## config.mk

```make
export PLATFORM = sky130hd
export DESIGN_NAME = srio_swrite_arb_flat
export DESIGN_NICKNAME = d
export VERILOG_FILES = /design/src/rtl/srio_swrite_pkg.sv /design/src/rtl/srio_swrite_arb_if.sv /design/src/rtl/srio_rr_pick.sv /design/src/rtl/srio_swrite_arb.sv /design/src/flat_wrapper.sv
export SDC_FILE = /design/constraint.sdc
export NUM_CORES = 1
export LEC_CHECK = 0
export ABC_AREA = 1
export CAP_MARGIN = 10
export CORE_AREA = 2 2 196 198
export CTS_CLUSTER_SIZE = 28
export DETAILED_ROUTE_END_ITERATION = 12
export DIE_AREA = 0 0 198 200
export GPL_TIMING_DRIVEN = 0
export SYNTH_ARGS = -nofsm -noshare
export SYNTH_HDL_FRONTEND = slang
export SYNTH_SLANG_ARGS = --single-unit
```

## constraint.sdc

```tcl
create_clock -name AXIS_ACLK -period 4.1 [get_ports AXIS_ACLK]
set_input_delay 0.82 -clock AXIS_ACLK [delete_from_list [all_inputs] [get_ports AXIS_ACLK]]
set_output_delay 0.82 -clock AXIS_ACLK [all_outputs]
set_load 0.02 [all_outputs]
```

## src/rtl/srio_swrite_pkg.sv

```systemverilog
// srio_swrite_pkg
// Shared definitions for the SRIO SWRITE transmit path: beat limits, bus widths,
// arbiter state encoding and the TUSER header layout used by srio_swrite_pack.
package srio_swrite_pkg;

  // 32 beats x 8 bytes = 256-byte SWRITE payload limit.
  localparam int unsigned SRIO_MAX_BEATS  = 32;
  localparam int unsigned SRIO_DATA_W     = 64;
  localparam int unsigned SRIO_USER_W     = 32;
  localparam int unsigned SRIO_BEAT_CNT_W = 6;

  typedef enum logic [1:0] {
    ARB_IDLE = 2'd0,
    ARB_PASS = 2'd1,
    ARB_DROP = 2'd2
  } arb_state_e;

  // TUSER header: destination ID in the upper half, source ID in the lower half.
  localparam int unsigned HDR_SRC_ID_LSB  = 0;
  localparam int unsigned HDR_SRC_ID_W    = 16;
  localparam int unsigned HDR_DEST_ID_LSB = 16;
  localparam int unsigned HDR_DEST_ID_W   = 16;

  typedef struct packed {
    logic [HDR_DEST_ID_W-1:0] dest_id;
    logic [HDR_SRC_ID_W-1:0]  src_id;
  } srio_hdr_t;

endpackage

```

## src/rtl/srio_swrite_arb_if.sv

```systemverilog
// srio_swrite_arb_if
// Bundle of NP parallel 64-bit AXIS lanes with a 32-bit SRIO header on TUSER.
//   TVALID/TLAST/TREADY : one bit per lane
//   TDATA               : lane i at [64i+63:64i]
//   TUSER               : lane i at [32i+31:32i]
// master drives payload and valid, slave drives ready.
interface srio_swrite_arb_if
  import srio_swrite_pkg::*;
#(
  parameter int unsigned NP = 1
) ();

  logic [NP-1:0]             TVALID;
  logic [NP-1:0]             TREADY;
  logic [SRIO_DATA_W*NP-1:0] TDATA;
  logic [NP-1:0]             TLAST;
  logic [SRIO_USER_W*NP-1:0] TUSER;

  modport master (output TVALID, TDATA, TLAST, TUSER, input TREADY);
  modport slave  (input TVALID, TDATA, TLAST, TUSER, output TREADY);

endinterface

```

## src/rtl/srio_rr_pick.sv

```systemverilog
// srio_rr_pick
// Combinational round-robin selector.
//   req  : request vector, one bit per port
//   last : index of the most recently served port
//   any  : at least one request present
//   idx  : first requesting port at or after last+1 (mod N); holds last when any=0
module srio_rr_pick #(
  parameter int unsigned N = 4
) (
  input  logic [N-1:0]         req,
  input  logic [$clog2(N)-1:0] last,
  output logic                 any,
  output logic [$clog2(N)-1:0] idx
);

  localparam int unsigned IW = $clog2(N);

  logic [IW-1:0] cand;

  // Walk from the farthest candidate back to the nearest so the nearest wins.
  always_comb begin
    any  = |req;
    idx  = last;
    cand = '0;
    for (int unsigned k = N; k > 0; k--) begin
      cand = IW'((32'(last) + k) % N);
      if (req[cand]) idx = cand;
    end
  end

endmodule

```

## src/rtl/srio_swrite_arb.sv

```systemverilog
// srio_swrite_arb
// Packet-granular round-robin arbiter sharing one SRIO SWRITE AXIS stream among N
// requesters. Packets pass unmodified; packets longer than MAX_BEATS are cut with a
// forced TLAST and the remainder is drained from the source.
//   AXIS_ACLK / AXIS_ARESETN : clock, synchronous active-low reset
//   S_AXIS                   : N requester lanes (arbiter is the slave)
//   M_AXIS                   : single lane toward the SRIO core (arbiter is the master)
//   err / err_clr            : sticky per-port oversize flag and its clear pulse
//   dbug_grant / dbug_busy   : granted port index, valid while busy (PASS or DROP)
module srio_swrite_arb
  import srio_swrite_pkg::*;
#(
  parameter int unsigned N         = 4,
  parameter int unsigned MAX_BEATS = SRIO_MAX_BEATS
) (
  input  logic              AXIS_ACLK,
  input  logic              AXIS_ARESETN,
  srio_swrite_arb_if.slave  S_AXIS,
  srio_swrite_arb_if.master M_AXIS,
  output logic [N-1:0]      err,
  input  logic [N-1:0]      err_clr,
  output logic [2:0]        dbug_grant,
  output logic              dbug_busy
);

  localparam int unsigned GW = $clog2(N);
  localparam int unsigned BW = SRIO_BEAT_CNT_W;

  arb_state_e    state_q, state_d;
  logic [GW-1:0] grant_q, grant_d;
  logic [GW-1:0] last_grant_q, last_grant_d;
  logic [BW-1:0] beat_cnt_q, beat_cnt_d;
  logic [N-1:0]  err_q, err_d;

  logic [N-1:0]           s_valid;
  logic [N-1:0]           s_last;
  logic [SRIO_DATA_W-1:0] s_data [N];
  logic [SRIO_USER_W-1:0] s_user [N];

  logic          req_any;
  logic [GW-1:0] pick_idx;
  logic          cap_hit;
  logic [N-1:0]  s_ready_c;
  logic          m_valid_c;
  logic          m_last_c;

  // Split the flat lane buses into per-port views.
  assign s_valid = S_AXIS.TVALID;
  assign s_last  = S_AXIS.TLAST;
  for (genvar i = 0; i < N; i++) begin : g_unpack
    assign s_data[i] = S_AXIS.TDATA[SRIO_DATA_W*i +: SRIO_DATA_W];
    assign s_user[i] = S_AXIS.TUSER[SRIO_USER_W*i +: SRIO_USER_W];
  end

  srio_rr_pick #(.N(N)) u_pick (
    .req  (s_valid),
    .last (last_grant_q),
    .any  (req_any),
    .idx  (pick_idx)
  );

  // Next-state, beat counting, error flags and handshake routing.
  always_comb begin
    state_d      = state_q;
    grant_d      = grant_q;
    last_grant_d = last_grant_q;
    beat_cnt_d   = beat_cnt_q;
    err_d        = err_q & ~err_clr;
    s_ready_c    = '0;
    m_valid_c    = 1'b0;
    m_last_c     = 1'b0;
    cap_hit      = (beat_cnt_q == BW'(MAX_BEATS - 1));

    unique case (state_q)
      ARB_IDLE: begin
        if (req_any) begin
          grant_d    = pick_idx;
          beat_cnt_d = '0;
          state_d    = ARB_PASS;
        end
      end
      ARB_PASS: begin
        m_valid_c          = s_valid[grant_q];
        m_last_c           = s_last[grant_q] | cap_hit;
        s_ready_c[grant_q] = M_AXIS.TREADY;
        if (s_valid[grant_q] && M_AXIS.TREADY) begin
          beat_cnt_d = beat_cnt_q + BW'(1);
          if (s_last[grant_q]) begin
            last_grant_d = grant_q;
            state_d      = ARB_IDLE;
          end else if (cap_hit) begin
            // Set after the clear term above so a same-cycle clear loses.
            err_d[grant_q] = 1'b1;
            state_d        = ARB_DROP;
          end
        end
      end
      ARB_DROP: begin
        // Drain the tail of the oversize packet without forwarding it.
        s_ready_c[grant_q] = 1'b1;
        if (s_valid[grant_q] && s_last[grant_q]) begin
          last_grant_d = grant_q;
          state_d      = ARB_IDLE;
        end
      end
      default: state_d = ARB_IDLE;
    endcase
  end

  // State registers.
  always_ff @(posedge AXIS_ACLK) begin
    if (!AXIS_ARESETN) begin
      state_q      <= ARB_IDLE;
      grant_q      <= '0;
      last_grant_q <= GW'(N - 1);
      beat_cnt_q   <= '0;
      err_q        <= '0;
    end else begin
      state_q      <= state_d;
      grant_q      <= grant_d;
      last_grant_q <= last_grant_d;
      beat_cnt_q   <= beat_cnt_d;
      err_q        <= err_d;
    end
  end

  // Zero-latency master path straight from the granted port.
  assign M_AXIS.TVALID = m_valid_c;
  assign M_AXIS.TDATA  = s_data[grant_q];
  assign M_AXIS.TUSER  = s_user[grant_q];
  assign M_AXIS.TLAST  = m_last_c;
  assign S_AXIS.TREADY = s_ready_c;

  assign err        = err_q;
  assign dbug_grant = 3'(grant_q);
  assign dbug_busy  = (state_q != ARB_IDLE);

endmodule

```

## src/flat_wrapper.sv

```systemverilog
// flat-port wrapper written by rule: the top's interface ports become plain ports
module srio_swrite_arb_flat import srio_swrite_pkg::*;
#(
  parameter int unsigned N         = 4,
  parameter int unsigned MAX_BEATS = SRIO_MAX_BEATS
)
  (AXIS_ACLK, AXIS_ARESETN, err, err_clr, dbug_grant, dbug_busy, S_AXIS_TVALID, S_AXIS_TDATA, S_AXIS_TLAST, S_AXIS_TUSER, S_AXIS_TREADY, M_AXIS_TVALID, M_AXIS_TDATA, M_AXIS_TLAST, M_AXIS_TUSER, M_AXIS_TREADY);
  srio_swrite_arb_if #(.NP((4))) S_AXIS_i ();
  srio_swrite_arb_if #(.NP(1)) M_AXIS_i ();
  input  logic AXIS_ACLK;
  input  logic AXIS_ARESETN;
  output logic [N-1:0] err;
  input  logic [N-1:0] err_clr;
  output logic [2:0] dbug_grant;
  output logic dbug_busy;
  input wire logic [$bits(S_AXIS_i.TVALID)-1:0] S_AXIS_TVALID;
  input wire logic [$bits(S_AXIS_i.TDATA)-1:0] S_AXIS_TDATA;
  input wire logic [$bits(S_AXIS_i.TLAST)-1:0] S_AXIS_TLAST;
  input wire logic [$bits(S_AXIS_i.TUSER)-1:0] S_AXIS_TUSER;
  output wire logic [$bits(S_AXIS_i.TREADY)-1:0] S_AXIS_TREADY;
  output wire logic [$bits(M_AXIS_i.TVALID)-1:0] M_AXIS_TVALID;
  output wire logic [$bits(M_AXIS_i.TDATA)-1:0] M_AXIS_TDATA;
  output wire logic [$bits(M_AXIS_i.TLAST)-1:0] M_AXIS_TLAST;
  output wire logic [$bits(M_AXIS_i.TUSER)-1:0] M_AXIS_TUSER;
  input wire logic [$bits(M_AXIS_i.TREADY)-1:0] M_AXIS_TREADY;
  assign S_AXIS_i.TVALID = S_AXIS_TVALID;
  assign S_AXIS_i.TDATA = S_AXIS_TDATA;
  assign S_AXIS_i.TLAST = S_AXIS_TLAST;
  assign S_AXIS_i.TUSER = S_AXIS_TUSER;
  assign S_AXIS_TREADY = S_AXIS_i.TREADY;
  assign M_AXIS_TVALID = M_AXIS_i.TVALID;
  assign M_AXIS_TDATA = M_AXIS_i.TDATA;
  assign M_AXIS_TLAST = M_AXIS_i.TLAST;
  assign M_AXIS_TUSER = M_AXIS_i.TUSER;
  assign M_AXIS_i.TREADY = M_AXIS_TREADY;
  srio_swrite_arb #(.N(N), .MAX_BEATS(MAX_BEATS)) u_core (.AXIS_ACLK(AXIS_ACLK), .AXIS_ARESETN(AXIS_ARESETN), .S_AXIS(S_AXIS_i), .M_AXIS(M_AXIS_i), .err(err), .err_clr(err_clr), .dbug_grant(dbug_grant), .dbug_busy(dbug_busy));
endmodule
```

Word level (Yosys, flattened, before mapping) --
Cells that the tools add are included.
Storage, ports and cells: output and inout bits 110, input port bits 399, flip-flop bits (word level) 16
Cells by class: bitwise operators 6, multiplexer cells 44, equal/unequal tests 8, $add $sub $neg 5, magnitude comparators 7, reduce and logical (&&, ||, !) cells 12
Operator list (count):
- binary-select mux 64 bit (select 2 bit) | 1
- two-way mux 64 bit | 2
- binary-select mux 32 bit (select 2 bit) | 1
- two-way mux 32 bit | 2
- two-way mux 2 bit | 12
- two-way mux 4 bit | 4
- < comparator 2 x 3 -> 1 bit (second input constant) | 5
- binary-select mux 1 bit (select 2 bit) | 6
- two-way mux 6 bit | 2
- one-hot mux 6 bit (2 select lines) | 1
- two-way mux 1 bit | 9
- bitwise AND 4 bit | 2
- inequality test 2 x 1 -> 1 bit (second input constant) | 4
- one-hot mux 4 bit (2 select lines) | 1
- AND reduction 4 bit | 2
- adder 6 x 1 -> 6 bit (second input constant) | 1
- == test 6 x 5 -> 1 bit (second input constant) | 1
- one-hot mux 2 bit (3 select lines) | 1
- nonzero test 2 bit | 3
- adder 2 x 1 -> 2 bit (second input constant) | 2
- adder 2 bit (second input constant) | 2
- inverter 4 bit | 1
- bitwise OR 4 bit | 1
- one-hot mux 2 bit (2 select lines) | 1
- 13 further kinds | 15

Depth between registers and ports, before layout --
Gate-level depths: netlist of the first run.
depth in word-level cells 9, gate-level depth with buffers 12, mapped depth without buffers 12

Modules after synthesis --
A second synthesis of the first run with hierarchy kept.
Second synthesis, totals: cell total of the unflattened synthesis 660, area, all modules 3729.8 um2
Modules (own cells, without submodules):
- srio_swrite_arb | area each 3525.9 um2, cells each 617, instances 1
- srio_rr_pick | area each 203.9 um2, cells each 43, instances 1

Worst setup path before layout of the first run --
Ideal clock, no wire load.
path kind reg2out, from register u_core.state_q[1], to output port S_AXIS_TREADY[0], path slack 1794 ps, data arrival time 1486 ps, cell stages (with the launch flop) 7, required time 3280 ps, cell sequence dfxtp_1 -> inv_1 -> ha_1 -> clkbuf_1 -> or2_2 -> o211ai_1 -> nor3_1
On the way: word-level cells in the longest chain between the ends 2
Ends and longest elaborated chain:
- from (decl) | RTL line srio_swrite_arb.sv:29 | arb_state_e state_q, state_d;
- from (signal assigned) | RTL line srio_swrite_arb.sv:119 | state_q <= state_d;
- == test 2 bit / == test 2 x 1 -> 1 bit (equally long branches) | RTL line srio_swrite_arb.sv:74 | unique case (state_q)
- one-hot mux 4 bit (2 select lines) (*) | RTL line srio_swrite_arb.sv:74
- to (decl) | RTL line flat_wrapper.sv:20 | output wire logic [$bits(S_AXIS_i.TREADY)-1:0] S_AXIS_TREADY;
Mark *: on every way between the ends. The rest lies on a longest branch, timed or not.

Worst setup path after layout of the first run --
from register u_core.grant_q[0], to output port M_AXIS_TUSER[0]
On the way: word-level cells in the longest chain between the ends 4
Ends and longest elaborated chain:
- from (decl) | RTL line srio_swrite_arb.sv:30 | logic [GW-1:0] grant_q, grant_d;
- from (signal assigned) | RTL line srio_swrite_arb.sv:120 | grant_q <= grant_d;
- inverter 2 -> 3 bit (implied by the code) | RTL line srio_swrite_arb.sv:130 | assign M_AXIS.TUSER = s_user[grant_q];
- binary-select mux 32 bit (select 2 bit) | RTL line srio_swrite_arb.sv:130
- two-way mux 32 bit (implied by the code) (2 in series) | RTL line srio_swrite_arb.sv:130
- to (decl) | RTL line flat_wrapper.sv:24 | output wire logic [$bits(M_AXIS_i.TUSER)-1:0] M_AXIS_TUSER;
No other way between the ends. The select of a mux whose other input is x is not followed.

==> results of run 1 <==
-- flip-flops by register name, indices dropped and copies added (netlist names) --
name,count
u_core.beat_cnt_q,6
u_core.grant_q,2
u_core.err,4
u_core.state_q,2
u_core.last_grant_q,2
-- cells in the mapped netlist, types with 3 or more instances --
| cell | number | share of area |
|---|---|---|
| nand4_1 | 7 | 0.014 |
| a22oi_1 | 166 | 0.39 |
| inv_2 | 3 | 0.0035 |
| buf_4 | 3 | 0.0070 |
| inv_1 | 24 | 0.028 |
| dfxtp_1 | 16 | 0.10 |
| nand3_1 | 49 | 0.077 |
| nor2_2 | 3 | 0.0059 |
| o21ai_0 | 5 | 0.0078 |
| buf_2 | 21 | 0.033 |
| ha_1 | 4 | 0.016 |
| clkbuf_1 | 21 | 0.025 |
| a21oi_1 | 14 | 0.022 |
| nor3_1 | 4 | 0.0062 |
| nor2_1 | 14 | 0.016 |
| nand2_1 | 188 | 0.22 |
-- metal layers --
layer	part of all wire	track usage	wire, um
met1	0.40	0.166	12200
met4	0.020	0.0276	598
met5	0	0	0
met2	0.50	0.245	15000
met3	0.079	0.0237	2390
-- how the worst max path moves through the flow --
stage | end | slack [ns] | from | cells past startpoint
2_1_floorplan | S_AXIS_TREADY[0] | 1.79 | u_core.state_q[1] | 6
3_3_place_gp | M_AXIS_TUSER[0] | 0.25 | u_core.grant_q[0] | 5
3_5_place_dp | M_AXIS_TUSER[0] | 0.36 | u_core.grant_q[0] | 5
4_1_cts | M_AXIS_TUSER[0] | 0.09 | u_core.grant_q[0] | 5
5_1_grt | M_AXIS_TUSER[0] | 0.05 | u_core.grant_q[0] | 5
6_report | M_AXIS_TUSER[0] | 0.32 | u_core.grant_q[0] | 6
-- logic make-up after synthesis --
group                      after synthesis
adders and majority gates                4
DFF                                     16
and+or+nand+nor                        272
xor gates and xnor gates                 3
other                                    1
buffers and inverters                   73
AOI/OAI and AO/OA                      187
-- critical path: stages (launching register included) --
cell             delay, ns
dfxtp_1               0.36
buf_4                 0.20
nor2_2                0.49
clkbuf_1              0.62
a22oi_1               0.14
nand2_1               0.14
clkdlybuf4s50_1       0.75
-- metrics by stage --
step	instances	cell area, um2
4_1_cts	1578	9010
3_3_place_gp	1574	8920
6_report	1579	9010
2_1_floorplan	556	3210
5_1_grt	1579	9010
3_5_place_dp	1574	8920
-- cell type report --
class | count | area share
repair buffers | 507 | 0.563
multi-input cells | 467 | 0.286
well taps | 511 | 0.0710
flip-flops and latches | 16 | 0.0355
plain buffers | 45 | 0.0229
inverters | 28 | 0.0117
clock buffers | 4 | 0.00986
diodes | 1 | 0.000278
-- power groups by stage --
stage,Sequential (W),Combinational [W],Clock (W)
final,0.000211,0.00497,0.000215
after global routing,0.000216,0.00533,0.000231
after CTS,0.000211,0.00502,0.000220
after detailed placement,0.000214,0.00500,0
after global placement,0.000213,0.00498,0
after floorplan,0.000220,0.00245,0
==> summary.md, run 1 <==
| Metric | Value |
|---|---|
| Distinct cells, synth | `27` |
| Most common cell after layout, fill and taps aside | `clkdlybuf4s50_1` |
| Final Cycle Share | `0.923` |
| Clock group share of total power | `0.040` |
| Total global-route track usage | `0.135` |
| H-tree level count | `1` |
| Int Power | `0.00244 W` |
| Placement Setup Slack | `0.359 ns` |
| Rows | `approximately 70` |
| Largest family of logic cells by synthesized area | `compound AO/OA/AOI/OAI gates` |
| Yosys reg bits | `16` |
| Global-route wire length before repair | `38.9 mm` |
| Port buffer count | `just over 500` |
| CP Class | `flop to primary output` |
| Synth Area in XOR/XNOR | `0.00820` |
| Vias in the first global route | `6052` |
| Reg2Reg Launch Point | `u_core.grant_q[0]` |
| Worst endpoint data arrival time | `2.96 ns` |
| Fillers | `~4100` |
| Element type at the critical path end | `primary output` |
| Max cap viols | `0` |
| Post-Syn Instances | `556` |
| Area Overhead vs Synth | `181%` |
| Die ar. | `roughly 0.040 mm2` |
| Worst Hold Slack | `roughly 0.47 ns` |
| PnR worst setup slack | `0.318 ns` |
| Crit-path max FO | `10` |
| Final clock skew | `around 0.0038 ns` |
| CTS tree | `built` |
| CTS Sinks | `16` |
| Post-synthesis mux area share | `0` |
| Power Density | `roughly 600 mW/mm2` |
| Initial Utilization | `0.0857` |
| Post-synth ARST share | `0` |
| Io pins | `a little over 500` |
| Post-Syn Area | `0.00321 mm2` |
| Reg power frac | `0.039` |
| Final count of hold timing violations | `0` |
| CTS Buffer Depth | `2` |
| Clock slew at reported path FFs | `0.05 ns` |
| Hold/Removal Path Class | `flop to flop` |
| DRC violations left | `0` |
| Fmax | `0.264 GHz` |
| Crit path time final | `3.78 ns` |
| Die height | `200 um` |
| Synthesized Nets | `959` |
| Initial drt markers | `~490` |
| Grt ovf | `0` |
| Reg-to-reg slack, setup | `2.11 ns` |
| Vias | `6304` |
| Post-route core utilization | `0.241` |
| Comb pwr share | `0.921` |
| Post-synthesis sequential area ratio | `0.0999` |
| Initial antenna violation count | `1` |
| Hold-fix buffers, CTS | `0` |
| Final Setup Violations | `0` |
| Footprint of the multi-input gates | `0.00257 mm2` |
| Post_cts resized | `0` |
| Area of the core | `about 0.037 mm2` |
| Drt first pass iters | `5` |
| Psw | `0.00296 W` |
| Largest net degree at the start of global routing | `11` |
| Pins Over Slew Limit | `0` |
| Yosys synthesis warning count | `0` |
| Final wirelength | `30.2 mm` |
| Hpwl dp | `between 20 and 30 mm` |
| Die X | `slightly below 200 um` |
| Register area | `320 um2` |
| Unrepaired setup endpoints after global routing | `no` |
| Clk_lat worst skew | `0.25 ns` |
| Average cell area after synthesis | `5.77 um2` |
| CTS Buf Count | `3` |
| Via/cell ratio | `3.99` |
| Hold Crit Depth | `2` |
| Postcts setup bufs | `0` |
| Hold_sp | `u_core.err[0]` |
| Worst VDD drop | `0.179 mV` |
| Compound-Gate Fraction of Synth Area | `0.423` |
| Clock Root Buffer | `clkbuf_16` |
| Worst Max-Slew Pin Slew | `0.731 ns` |
| Setup TNS | `0 ns` |
| Hold EP | `u_core.err[0]` |
| Number of synthesized flops with an enable pin | `0` |
| Setup crit start kind | `flop` |
| CP required | `roughly 3.3 ns` |
| LEAKAGE | `3.47 nW` |
| Ys flop type | `dfxtp_1` |
| Nets | `approximately 1500` |
| Synth Area in Adders | `0.0156` |
| Total power | `0.00540 W` |
| Status | `complete, no violations` |
| Placer Congestion | `0.862` |
| R2R Path End | `u_core.err[0]` |
| Sw Share | `0.548` |
| Worst slew margin | `0.512` |
| Synth Area in Simple Gates | `0.355` |
| Most frequent cells in the layout | `clkdlybuf4s50_1 (507), nand2_1 (188), a22oi_1 (166), nand3_1 (49), inv_1 (24)` |
| Share of post-route cells with drive strength above 1 | `0.0375` |
| Antenna-violating nets left | `0` |
| Drt wl/cell | `19.1 um` |
| Cells on worst reg2reg path | `5` |
Power figures use the tool's default switching activity.
==> run 2: changes to the inputs <==
- ABC_CLOCK_PERIOD_IN_PS: not set -> 4100
==> results of run 2 <==
Same layout as run 1: the final DEF is identical, and so are final timing and power.
